File: config.mk
export PLATFORM = sky130hd
export DESIGN_NAME = adder_ring_counter
export DESIGN_NICKNAME = d
export VERILOG_FILES = /design/src/rtl/ring_counter_pkg.sv /design/src/rtl/ring_edge_sync.sv /design/src/rtl/adder_ring_counter.sv
export SDC_FILE = /design/constraint.sdc
export NUM_CORES = 1
export LEC_CHECK = 0
export BUFFER_PORTS_ARGS = -buffer_cell sky130_fd_sc_hd__buf_4
export CELL_PAD_IN_SITES_DETAIL_PLACEMENT = 1
export CELL_PAD_IN_SITES_GLOBAL_PLACEMENT = 1
export CORE_ASPECT_RATIO = 1.25
export CORE_MARGIN = 2
export CORE_UTILIZATION = 40
export CTS_BUF_LIST = sky130_fd_sc_hd__clkbuf_8
export CTS_CLUSTER_SIZE = 20
export DETAILED_ROUTE_END_ITERATION = 8
export PLACE_DENSITY = 0.79
export RECOVER_POWER = 100
export REMOVE_ABC_BUFFERS = 1
export SYNTH_ARGS = -nofsm -noshare
export SYNTH_HDL_FRONTEND = slang
export SYNTH_HIERARCHICAL = 1
export SYNTH_SLANG_ARGS = --single-unit
File: constraint.sdc
create_clock -name wb_clk_i -period 5.5 [get_ports wb_clk_i]
set_input_delay 0.275 -clock wb_clk_i [delete_from_list [all_inputs] [get_ports wb_clk_i]]
set_output_delay 0.275 -clock wb_clk_i [all_outputs]
set_load 0.1 [all_outputs]
File: src/rtl/ring_counter_pkg.sv
// Shared types and default sizes for the adder ring-oscillator measurement block.
package ring_counter_pkg;

  typedef enum logic [1:0] {
    ST_IDLE,
    ST_ARM,
    ST_COUNT,
    ST_DONE
  } ring_state_e;

  localparam int DEF_COUNT_W     = 32;
  localparam int DEF_WINDOW_W    = 16;
  localparam int DEF_SYNC_STAGES = 2;

  function automatic int max_int(input int a, input int b);
    return (a > b) ? a : b;
  endfunction

endpackage

File: src/rtl/ring_edge_sync.sv
// Brings the asynchronous ring output into the clock domain and flags rising edges.
// RING_COUNTER_GLITCH_FILTER_EN adds a two-sample agreement filter before edge detection.
module ring_edge_sync
  import ring_counter_pkg::*;
#(
  parameter int SYNC_STAGES = DEF_SYNC_STAGES
) (
  input  logic wb_clk_i,
  input  logic rst_n,
  input  logic ring_in,
  output logic rise_pulse
);

  logic [SYNC_STAGES-1:0] sync_reg;
  logic                   sync_out;

  always_ff @(posedge wb_clk_i or negedge rst_n) begin
    if (!rst_n) sync_reg <= '0;
    else        sync_reg <= {sync_reg[SYNC_STAGES-2:0], ring_in};
  end

  assign sync_out = sync_reg[SYNC_STAGES-1];

`ifdef RING_COUNTER_GLITCH_FILTER_EN
  logic filt_reg;
  logic level_reg;

  // level_reg only follows the input once two consecutive samples agree
  always_ff @(posedge wb_clk_i or negedge rst_n) begin
    if (!rst_n) begin
      filt_reg  <= 1'b0;
      level_reg <= 1'b0;
    end else begin
      filt_reg <= sync_out;
      if (sync_out == filt_reg) level_reg <= sync_out;
    end
  end

  assign rise_pulse = sync_out & filt_reg & ~level_reg;
`else
  logic prev_reg;

  always_ff @(posedge wb_clk_i or negedge rst_n) begin
    if (!rst_n) prev_reg <= 1'b0;
    else        prev_reg <= sync_out;
  end

  assign rise_pulse = sync_out & ~prev_reg;
`endif

endmodule

File: src/rtl/adder_ring_counter.sv
// Counts ring-oscillator rising edges over a programmable window of clock cycles.
// RING_COUNTER_GLITCH_FILTER_EN selects the filtered edge path (one extra arm cycle).
module adder_ring_counter
  import ring_counter_pkg::*;
#(
  parameter int COUNT_W     = DEF_COUNT_W,
  parameter int WINDOW_W    = DEF_WINDOW_W,
  parameter int SYNC_STAGES = DEF_SYNC_STAGES
) (
  input  logic                wb_clk_i,
  input  logic                rst_n,
  input  logic                start,
  input  logic                abort,
  input  logic [WINDOW_W-1:0] window_len,
  input  logic                ring_in,
  output logic                ring_en,
  output logic                busy,
  output logic                done,
  output logic [COUNT_W-1:0]  count,
  output logic                overflow
);

`ifdef RING_COUNTER_GLITCH_FILTER_EN
  localparam int ARM_LEN = SYNC_STAGES + 2;
`else
  localparam int ARM_LEN = SYNC_STAGES + 1;
`endif
  localparam int TIMER_W = max_int(WINDOW_W, $clog2(ARM_LEN + 1));

  ring_state_e         state_reg, state_next;
  logic [TIMER_W-1:0]  timer_reg, timer_next;
  logic [WINDOW_W-1:0] window_reg, window_next;
  logic [COUNT_W-1:0]  count_reg, count_next;
  logic                overflow_reg, overflow_next;
  logic                rise_pulse;

  ring_edge_sync #(
    .SYNC_STAGES(SYNC_STAGES)
  ) u_edge_sync (
    .wb_clk_i  (wb_clk_i),
    .rst_n     (rst_n),
    .ring_in   (ring_in),
    .rise_pulse(rise_pulse)
  );

  always_ff @(posedge wb_clk_i or negedge rst_n) begin
    if (!rst_n) begin
      state_reg    <= ST_IDLE;
      timer_reg    <= '0;
      window_reg   <= '0;
      count_reg    <= '0;
      overflow_reg <= 1'b0;
    end else begin
      state_reg    <= state_next;
      timer_reg    <= timer_next;
      window_reg   <= window_next;
      count_reg    <= count_next;
      overflow_reg <= overflow_next;
    end
  end

  always_comb begin
    state_next    = state_reg;
    timer_next    = timer_reg;
    window_next   = window_reg;
    count_next    = count_reg;
    overflow_next = overflow_reg;

    case (state_reg)
      ST_IDLE, ST_DONE: begin
        if (abort) begin
          // abort has no effect in IDLE beyond keeping everything cleared
          state_next    = ST_IDLE;
          count_next    = '0;
          overflow_next = 1'b0;
        end else if (start) begin
          state_next    = ST_ARM;
          window_next   = window_len;
          timer_next    = TIMER_W'(ARM_LEN - 1);
          count_next    = '0;
          overflow_next = 1'b0;
        end
      end

      ST_ARM: begin
        if (abort) begin
          state_next    = ST_IDLE;
          count_next    = '0;
          overflow_next = 1'b0;
        end else if (timer_reg == '0) begin
          state_next = (window_reg == '0) ? ST_DONE : ST_COUNT;
          timer_next = TIMER_W'(window_reg) - TIMER_W'(1);
        end else begin
          timer_next = timer_reg - TIMER_W'(1);
        end
      end

      ST_COUNT: begin
        if (abort) begin
          state_next    = ST_IDLE;
          count_next    = '0;
          overflow_next = 1'b0;
        end else begin
          // saturate rather than wrap; an edge arriving at all-ones flags overflow
          if (rise_pulse) begin
            if (&count_reg) overflow_next = 1'b1;
            else            count_next    = count_reg + COUNT_W'(1);
          end
          if (timer_reg == '0) state_next = ST_DONE;
          else                 timer_next = timer_reg - TIMER_W'(1);
        end
      end

      default: state_next = ST_IDLE;
    endcase
  end

  assign busy     = (state_reg == ST_ARM) || (state_reg == ST_COUNT);
  assign ring_en  = busy;
  assign done     = (state_reg == ST_DONE);
  assign count    = count_reg;
  assign overflow = overflow_reg;

endmodule

Word level (Yosys, flattened, before mapping)

Index checks and enable logic that the tools add are counted.

Bits in registers: 70
Output and inout port bits: 36
Logic and storage cells: 68

Add/sub/neg operators: 3
Reduce and logical (&&, ||, !) cells: 11
Bitwise gates (word level): 3
Equality and inequality tests: 15
Muxes and demuxes: 29

Operators by type and width:

| kind                  | count |
|---|---|
| $mux 32               | 6 |
| $mux 16               | 6 |
| $pmux 32 s3           | 1 |
| $pmux 16 s3           | 1 |
| $add 32x1->32 const B | 1 |
| $logic_not 16->1      | 2 |
| $reduce_and 32->1     | 1 |
| $sub 16x1->16 const B | 2 |
| $ne 3x3->1 const B    | 6 |
| $mux 2                | 6 |
| $ne 2x2->1 const B    | 6 |
| $reduce_and 4->1      | 2 |
| $mux 1                | 7 |
| $pmux 2 s3            | 1 |
| $reduce_and 3->1      | 2 |
| $reduce_and 5->1      | 1 |
| $eq 2x2->1 const B    | 2 |
| $pmux 1 s3            | 1 |
| $eq 2x1->1 const B    | 1 |
| $logic_not 2->1       | 1 |
| $not 1->1             | 2 |
| $reduce_or 2->1       | 1 |
| $and 1x1->1           | 1 |
| $logic_or 1x1->1      | 1 |

Depth between registers and ports, before layout

Gate-level depths: netlist of the first run.

Word-level depth: 5
Gate-level depth with buffers: 9
Depth with buffers taken out: 7

By module

The synthesis of the first run kept the hierarchy.

Modules (own cells, without submodules):

| module             | area each (um^2) | cells each | seq. area each (um^2) | times used |
|---|---|---|---|---|
| adder_ring_counter | 4086.4           | 442        | 1676.6                | 1 |
| ring_edge_sync     | 88.8             | 4          | 75.1                  | 1 |

Worst setup path before layout of the first run

No wires, ideal clock.

Path kind: reg-to-reg
Start point: register count_reg[14], in the netlist count[14]
End point: register count_reg[20], in the netlist count[20]
Buffers on the path: 0
Library setup time: 0.121 ns
Period minus slack after synthesis: 2.795 ns
Arrival time: 2.674 ns
Data required time: 5.379 ns
Setup slack: 2.705 ns
Stages on the path, launching flop included: 6
Cell sequence: dfrtp_1 > nand3_1 > or4_4 > a2111oi_4 > a31oi_1 > a41o_1

Cells in the longest elaborated chain, start to end: 5

Ends and longest elaborated chain:

| element                  | line                      | RTL |
|---|---|---|
| start: declaration       | adder_ring_counter.sv:33  | `logic [COUNT_W-1:0] count_reg, count_next;` |
| start signal: assignment | adder_ring_counter.sv:57  | `count_reg <= count_next;` |
| $add 32x1->32            | adder_ring_counter.sv:107 | `else count_next = count_reg + COUNT_W'(1);` |
| $mux 32                  | adder_ring_counter.sv:106 | `if (&count_reg) overflow_next = 1'b1;` |
| $mux 32                  | adder_ring_counter.sv:105 | `if (rise_pulse) begin` |
| $mux 32                  | adder_ring_counter.sv:99  | `if (abort) begin` |
| $pmux 32 s3              | adder_ring_counter.sv:69  | `case (state_reg)` |

Parallel ways exist; a longest one is shown, timed or not. The select of a mux whose other input is x is not followed.
A chain may end at the register's enable or synchronous reset.

==> results of run 1 <==
[Yosys cell counts (3+ instances only)]
library cell / n
nand3_1: 15
a21o_1: 4
or4_1: 10
xnor2_1: 11
o21ai_0: 34
and3_1: 7
o211ai_1: 3
clkbuf_1: 8
a221oi_1: 3
xor2_1: 5
inv_1: 14
nor2_1: 34
nor4_1: 14
nand2_1: 35
nand4b_1: 3
and4_1: 3
nand2b_1: 8
dfrtp_1: 70
buf_2: 4
ha_1: 7
mux2i_1: 3
mux2_2: 16
a21oi_1: 28
a211oi_1: 4
o31ai_1: 6
nor3_1: 10
or3_1: 17
nand4_1: 19
[layer usage]
layer  global-route usage  vias to the layer above
met3               0.0414                       22
li1                     -                     1787
met1                0.307                     1958
met4               0.0964                        0
met2                0.353                       81
met5                    0                        -
[area by class of cell]
type	count	area (um^2)
sequential	70	1750
multi-input combinational	346	2270
fill	1211	5440
timing repair buffer	57	285
tap	129	161
clock buffer	11	151
clock inverter	5	48.8
inverter	14	52.6
[through the flow]
step | total power, uW | utilization | hold WS, ps
floorplan | 1110 | - | -20.6
global placement | 1270 | 0.461 | 341
detailed placement | 1290 | 0.461 | 338
CTS | 1740 | 0.481 | 0.695
global route | 1810 | 0.465 | 27.4
finish | 1710 | 0.465 | 39.7
[cell families (layout without fill, tap and decap cells)]
group,after synthesis,count (layout),synth area share
AND/OR/NAND/NOR,197,197,0.273
XOR/XNOR,16,16,0.0336
adder cells (fa/ha/maj),7,7,0.0210
multiplexers,19,19,0.0503
AO/OA/AOI/OAI,107,107,0.171
buffers and inverters,30,87,0.0318
flip-flops,70,70,0.420
[final timing paths]
| path | startpoint | end | slack (ps) | depth (start not counted) |
|---|---|---|---|---|
| max | rst_n | window_reg[9] | 2130 | 1 |
| max reg2reg | timer_reg[6] | timer_reg[6] | 2180 | 5 |
| min reg2reg | u_edge_sync/sync_reg[0] | u_edge_sync/sync_reg[1] | 360 | 0 |
| min | ring_in | u_edge_sync/sync_reg[0] | 40 | 1 |
| max in group wb_clk_i | timer_reg[6] | timer_reg[6] | 2180 | 5 |
| min in group asynchronous | rst_n | count[4] | 1220 | 1 |
[power by group]
part	internal (uW)	switching (uW)
sequential	592	103
combinational	204	377
clock	230	206
==> out/qor.yml, run 1 <==
route:
  dr_wl_met3_um: 431
  route.met2.wl_um: 5820
  drt-pass1-iter-count: 5
  viasPerCell: 6.09
  vias: 3848
  drtIter0Drc: 165
  top_layer_used: "met4"
  post-route-drc-count: 0
  postRouteAntennaNets: 0
  drt-met1-wl_um: 5400
  routed_wl_um: 12000
  avgRoutedWirePerCell_um: 18.9
pwr:
  powerDensity_mw_per_mm2: 363
  vdd_drop_max_v: 0.000120
  p_leak_uw: 0.00183
sta:
  fin_crit_sh: 0.613
  rsz0062_at_grt: "no"
  skew_ps: 8.24
  fmax_mhz: 297
  fin_tns_setup_ps: 0
  worst_pin_slew_ps: 3820
  drv_slew: 71
  finalHoldViolations: 0
  min_period_ps: 3370
  setup_viol: 0
  setup_ws_ps: 2130
  max_slew_margin: -1.55
placement:
  post-dp-hpwl_um: 8560
  io_buffers: 56
  placed_cell_area_mm2: 0.00468
  gp_congestion: 0.855
  dp.cells: 616
  dp_slack_ps: 2900
worst_setup_path:
  critPathBufInv: 1
  setup.worst_path.start_class: "input port"
  crit_path_end_kind: "asynchronous set/reset pin"
  cp_cell_sequence: "clkbuf_1"
  crit_slowest_cell: "clkbuf_1"
  critPathMaxFanout: 70
  required_ps: 5090
  cp.arrival_ps: 2960
  worstSetupPathType: "input port to asynchronous set/reset pin"
  critPathTopFamily: "buffers and inverters"
  max_stage_delay_ps: 2650
synth:
  synth_async_sr_flop_share: 1.00
  synth_seq_area_share: 0.420
  synth_cell_types: 67
  synth_edf_count: 0
  synth.ff_latch_count: 70
  post_synth.cell_area_avg_um2: 9.36
  synth_top_area_cell: "dfrtp_1"
  synth_area_leaders: "dfrtp_1 (42%), mux2_2 (4.3%), o21ai_0 (4.1%), a21oi_1 (3.4%), nand2_1 (3.1%)"
  dominantRegCellSynth: "dfrtp_1"
  netlist_instances: 446
  synth_area_mm2: 0.00418
  synth_top_area_share: 0.420
  yosysWarningCount: 6
floorplanning:
  start_util: 0.411
  placeableCoreArea_mm2: 0.0102
  dieWidth_um: 95.4
  row_count: 41
  ioPinCount: 57
  die_h_um: 118
  die-area_mm2: 0.0113
clock_tree:
  cts-root-buf: "clkbuf_8"
  worstSkewPairLatency_ps: 370
  clkSinkCount: 70
  cts.clk_slew.worst_paths_ps: 70
  cts_resized: 0
  htreeDepth: 3
  post_cts_buffers: 0
  cts_tree: "yes"
  cts_max_path_buffers: 2
  cts_buffers: 9
  cts_hold_buffers: 0
cells_and_area:
  drive_above_1_share: 0.131
  largest_reg_flops: 32
  design_area_mm2: 0.00472
  layout_commonest_cell: "dfrtp_1"
  mostFrequentLayoutCells: "dfrtp_1 (70), clkbuf_1 (38), nand2_1 (35), nor2_1 (34), o21ai_0 (34)"
  instances_no_fill: 632
  finalNetCount: 526
  area_delta_synth_final_pct: 13.0
  diodes: 0
job:
  max_cap_viol_count: 1
worst_hold_path:
  hp-class: "input port to flop"
global_routing:
  grt_max_degree: 71
  grt_usage: 0.227
  antenna_found_initial: 0
  grt_first_pass_wirelength_um: 20200
  gr-total-overflow: 0
  grt_pass1_vias: 3980
run_status:
  failed_checks: "max-capacitance violations, max-slew violations"
  outcome: "finished, violations left"
Power figures use the tool's default switching activity.
==> run 2, diff against run 1 <==
==> constraint.sdc (replaced) <==
create_clock -name wb_clk_i -period 3.3 [get_ports wb_clk_i]
set_input_delay 0.165 -clock wb_clk_i [delete_from_list [all_inputs] [get_ports wb_clk_i]]
set_output_delay 0.165 -clock wb_clk_i [all_outputs]
set_load 0.1 [all_outputs]
==> out/qor.yml, run 2 (synthesized netlist as in run 1, its figures left out) <==
placement:
  post-dp-hpwl_um: 8730  # was 8560 um
  gp_congestion: 0.870  # was 0.855
  io_buffers: 56  # unchanged
  dp_slack_ps: 790  # was 2900 ps
global_routing:
  grt_first_pass_wirelength_um: 20300  # was 20200 um
  grt_usage: 0.230  # was 0.227
  antenna_found_initial: 0  # unchanged
  gr-total-overflow: 0  # unchanged
  grt_pass1_vias: 4013  # was 3980
  grt_max_degree: 71  # unchanged
worst_setup_path:
  r2r_end: "count[11]"  # was timer_reg[6]
  required_ps: 3500  # was 5090 ps
  setup.worst_path.start_class: "flop"  # was input port
  r2r-start: "state_reg[0]"  # was timer_reg[6]
  critPathMaxFanout: 27  # was 70
  reg2reg_slack_ps: 660  # was 2180 ps
  reg2regPathDepth: 8  # was 5
  cp.arrival_ps: 2840  # was 2960 ps
  crit_path_end_kind: "flop"  # was asynchronous set/reset pin
  worstSetupPathType: "flop to flop"  # was input port to asynchronous set/reset pin
floorplanning:
  die_h_um: 118  # unchanged
  start_util: 0.411  # unchanged
  dieWidth_um: 95.4  # unchanged
  placeableCoreArea_mm2: 0.0102  # unchanged
  row_count: 41  # unchanged
  ioPinCount: 57  # unchanged
  die-area_mm2: 0.0113  # unchanged
sta:
  fin_tns_setup_ps: 0  # unchanged
  fin_crit_sh: 0.800
  max_slew_margin: -0.194  # was -1.55
  drv_slew: 71  # unchanged
  hold_ws_ps: 32.1  # was 39.7 ps
  finalHoldViolations: 0  # unchanged
  worst_pin_slew_ps: 1790  # was 3820 ps
  skew_ps: 8.69  # was 8.24 ps
  min_period_ps: 2640
  setup_viol: 0  # unchanged
  fmax_mhz: 379
  setup_ws_ps: 661  # was 2130 ps
  rsz0062_at_grt: "no"  # unchanged
run_status:
  failed_checks: "max-capacitance violations, max-slew violations"  # unchanged
  outcome: "finished, violations left"  # unchanged
route:
  viasPerCell: 6.01  # was 6.09
  drt-pass1-iter-count: 4  # was 5
  drt-met1-wl_um: 5440  # was 5400 um
  dr_wl_met3_um: 402  # was 431 um
  top_layer_used: "met4"  # unchanged
  drtIter0Drc: 145  # was 165
  routed_wl_um: 12200  # was 12000 um
  postRouteAntennaNets: 0  # unchanged
  avgRoutedWirePerCell_um: 19.1  # was 18.9 um
  vias: 3829  # was 3848
  route.met2.wl_um: 5930  # was 5820 um
  post-route-drc-count: 0  # unchanged
clock_tree:
  cts_resized: 0  # unchanged
  worstSkewPairLatency_ps: 360  # was 370 ps
  clkSinkCount: 70  # unchanged
  cts_buffers: 9  # unchanged
  htreeDepth: 3  # unchanged
  cts_max_path_buffers: 2  # unchanged
  cts_tree: "yes"  # unchanged
  cts-root-buf: "clkbuf_8"  # unchanged
  post_cts_buffers: 0  # unchanged
  cts.clk_slew.worst_paths_ps: 70  # about the same
  cts_hold_buffers: 2  # was 0
pwr:
  p_sw_uw: 1150  # was 686 uW
  swShare: 0.378  # was 0.401
  power_frac_seq: 0.383  # was 0.406
  p_leak_uw: 0.00189  # was 0.00183 uW
  powerDensity_mw_per_mm2: 628  # was 363 mW/mm^2
  combPwrFrac: 0.329  # was 0.339
  vdd_drop_max_v: 0.000296  # was 0.000120 V
  clockPowerShare: 0.288  # was 0.255
  p_int_uw: 1890  # was 1030 uW
cells_and_area:
  largest_reg_flops: 32  # unchanged
  diodes: 0  # unchanged
  mostFrequentLayoutCells: "dfrtp_1 (70), clkbuf_1 (36), nand2_1 (35), nor2_1 (34), o21ai_0 (34)"  # was dfrtp_1 (70), clkbuf_1 (38), nand2_1 (35), nor2_1 (34), o21ai_0 (34)
  area_delta_synth_final_pct: 15.6  # was 13.0%
  finalNetCount: 531  # was 526
  drive_above_1_share: 0.140  # was 0.131
  layout_commonest_cell: "dfrtp_1"  # unchanged
worst_hold_path:
  holdPathStages: 2  # was 1
  min_from: "window_len[11]"  # was ring_in
  min_to: "window_reg[11]"  # was u_edge_sync/sync_reg[0]
  hp-class: "input port to flop"  # unchanged
job:
  max_cap_viol_count: 1  # unchanged
-- run 2: changes by cell type in the layout (fill, tap and decap cells not counted), sizes merged --
| cell | change |
|---|---|
| buf | +3 |
| clkinv | -3 |
| bufinv | +2 |
| dlygate4sd3 | +2 |
| inv | +1 |
-- run 2: critical path, stage by stage, from the launching register on --
cell	delay (ps)
dfrtp_1	410
inv_1	100
ha_1	380
nand2b_1	180
nor4_1	470
and3_1	270
clkbuf_2	410
or4_1	190
a21oi_1	70
-- run 2: how the worst max path moves through the flow --
stage / startpoint / depth (start not counted) / endpoint
after global placement: state_reg[0] / 8 / count[29]
after floorplan: state_reg[0] / 7 / timer_reg[10]
after CTS: state_reg[0] / 8 / count[25]
after detailed placement: state_reg[0] / 8 / count[25]
final: state_reg[0] / 8 / count[11]
after global routing: state_reg[0] / 8 / count[8]
-- run 2: per-layer routing --
metal  vias up  GRT usage
met3        27     0.0408
met5         -          0
li1       1790          -
met4         0     0.0938
met2        86      0.366
met1      1926      0.305
-- run 2: metrics by stage --
step                cells  power, uW  instance area [um^2]  utilization
floorplan             430       1840                  4100            -
global placement      619       2130                  4710        0.463
detailed placement    619       2180                  4710        0.463
CTS                   637       3060                  4980        0.490
global route          637       3210                  4830        0.475
finish                637       3030                  4830        0.475
-- run 2: cell type report --
| class | instances | area (um^2) |
|---|---|---|
| repair buffers | 62 | 330 |
| inverters | 14 | 52.6 |
| multi-input cells | 346 | 2280 |
| clock inverters | 5 | 97.6 |
| well taps | 129 | 161 |
| fillers | 1222 | 5330 |
| flip-flops and latches | 70 | 1750 |
| clock buffers | 11 | 151 |
-- run 2: power by group through the flow --
stage	combinational, uW	sequential [uW]	clock (uW)
3_3_place_gp	970	1160	0
4_1_cts	1010	1160	891
5_1_grt	1100	1180	925
6_report	999	1160	873
3_5_place_dp	1000	1170	0
2_1_floorplan	718	1120	0
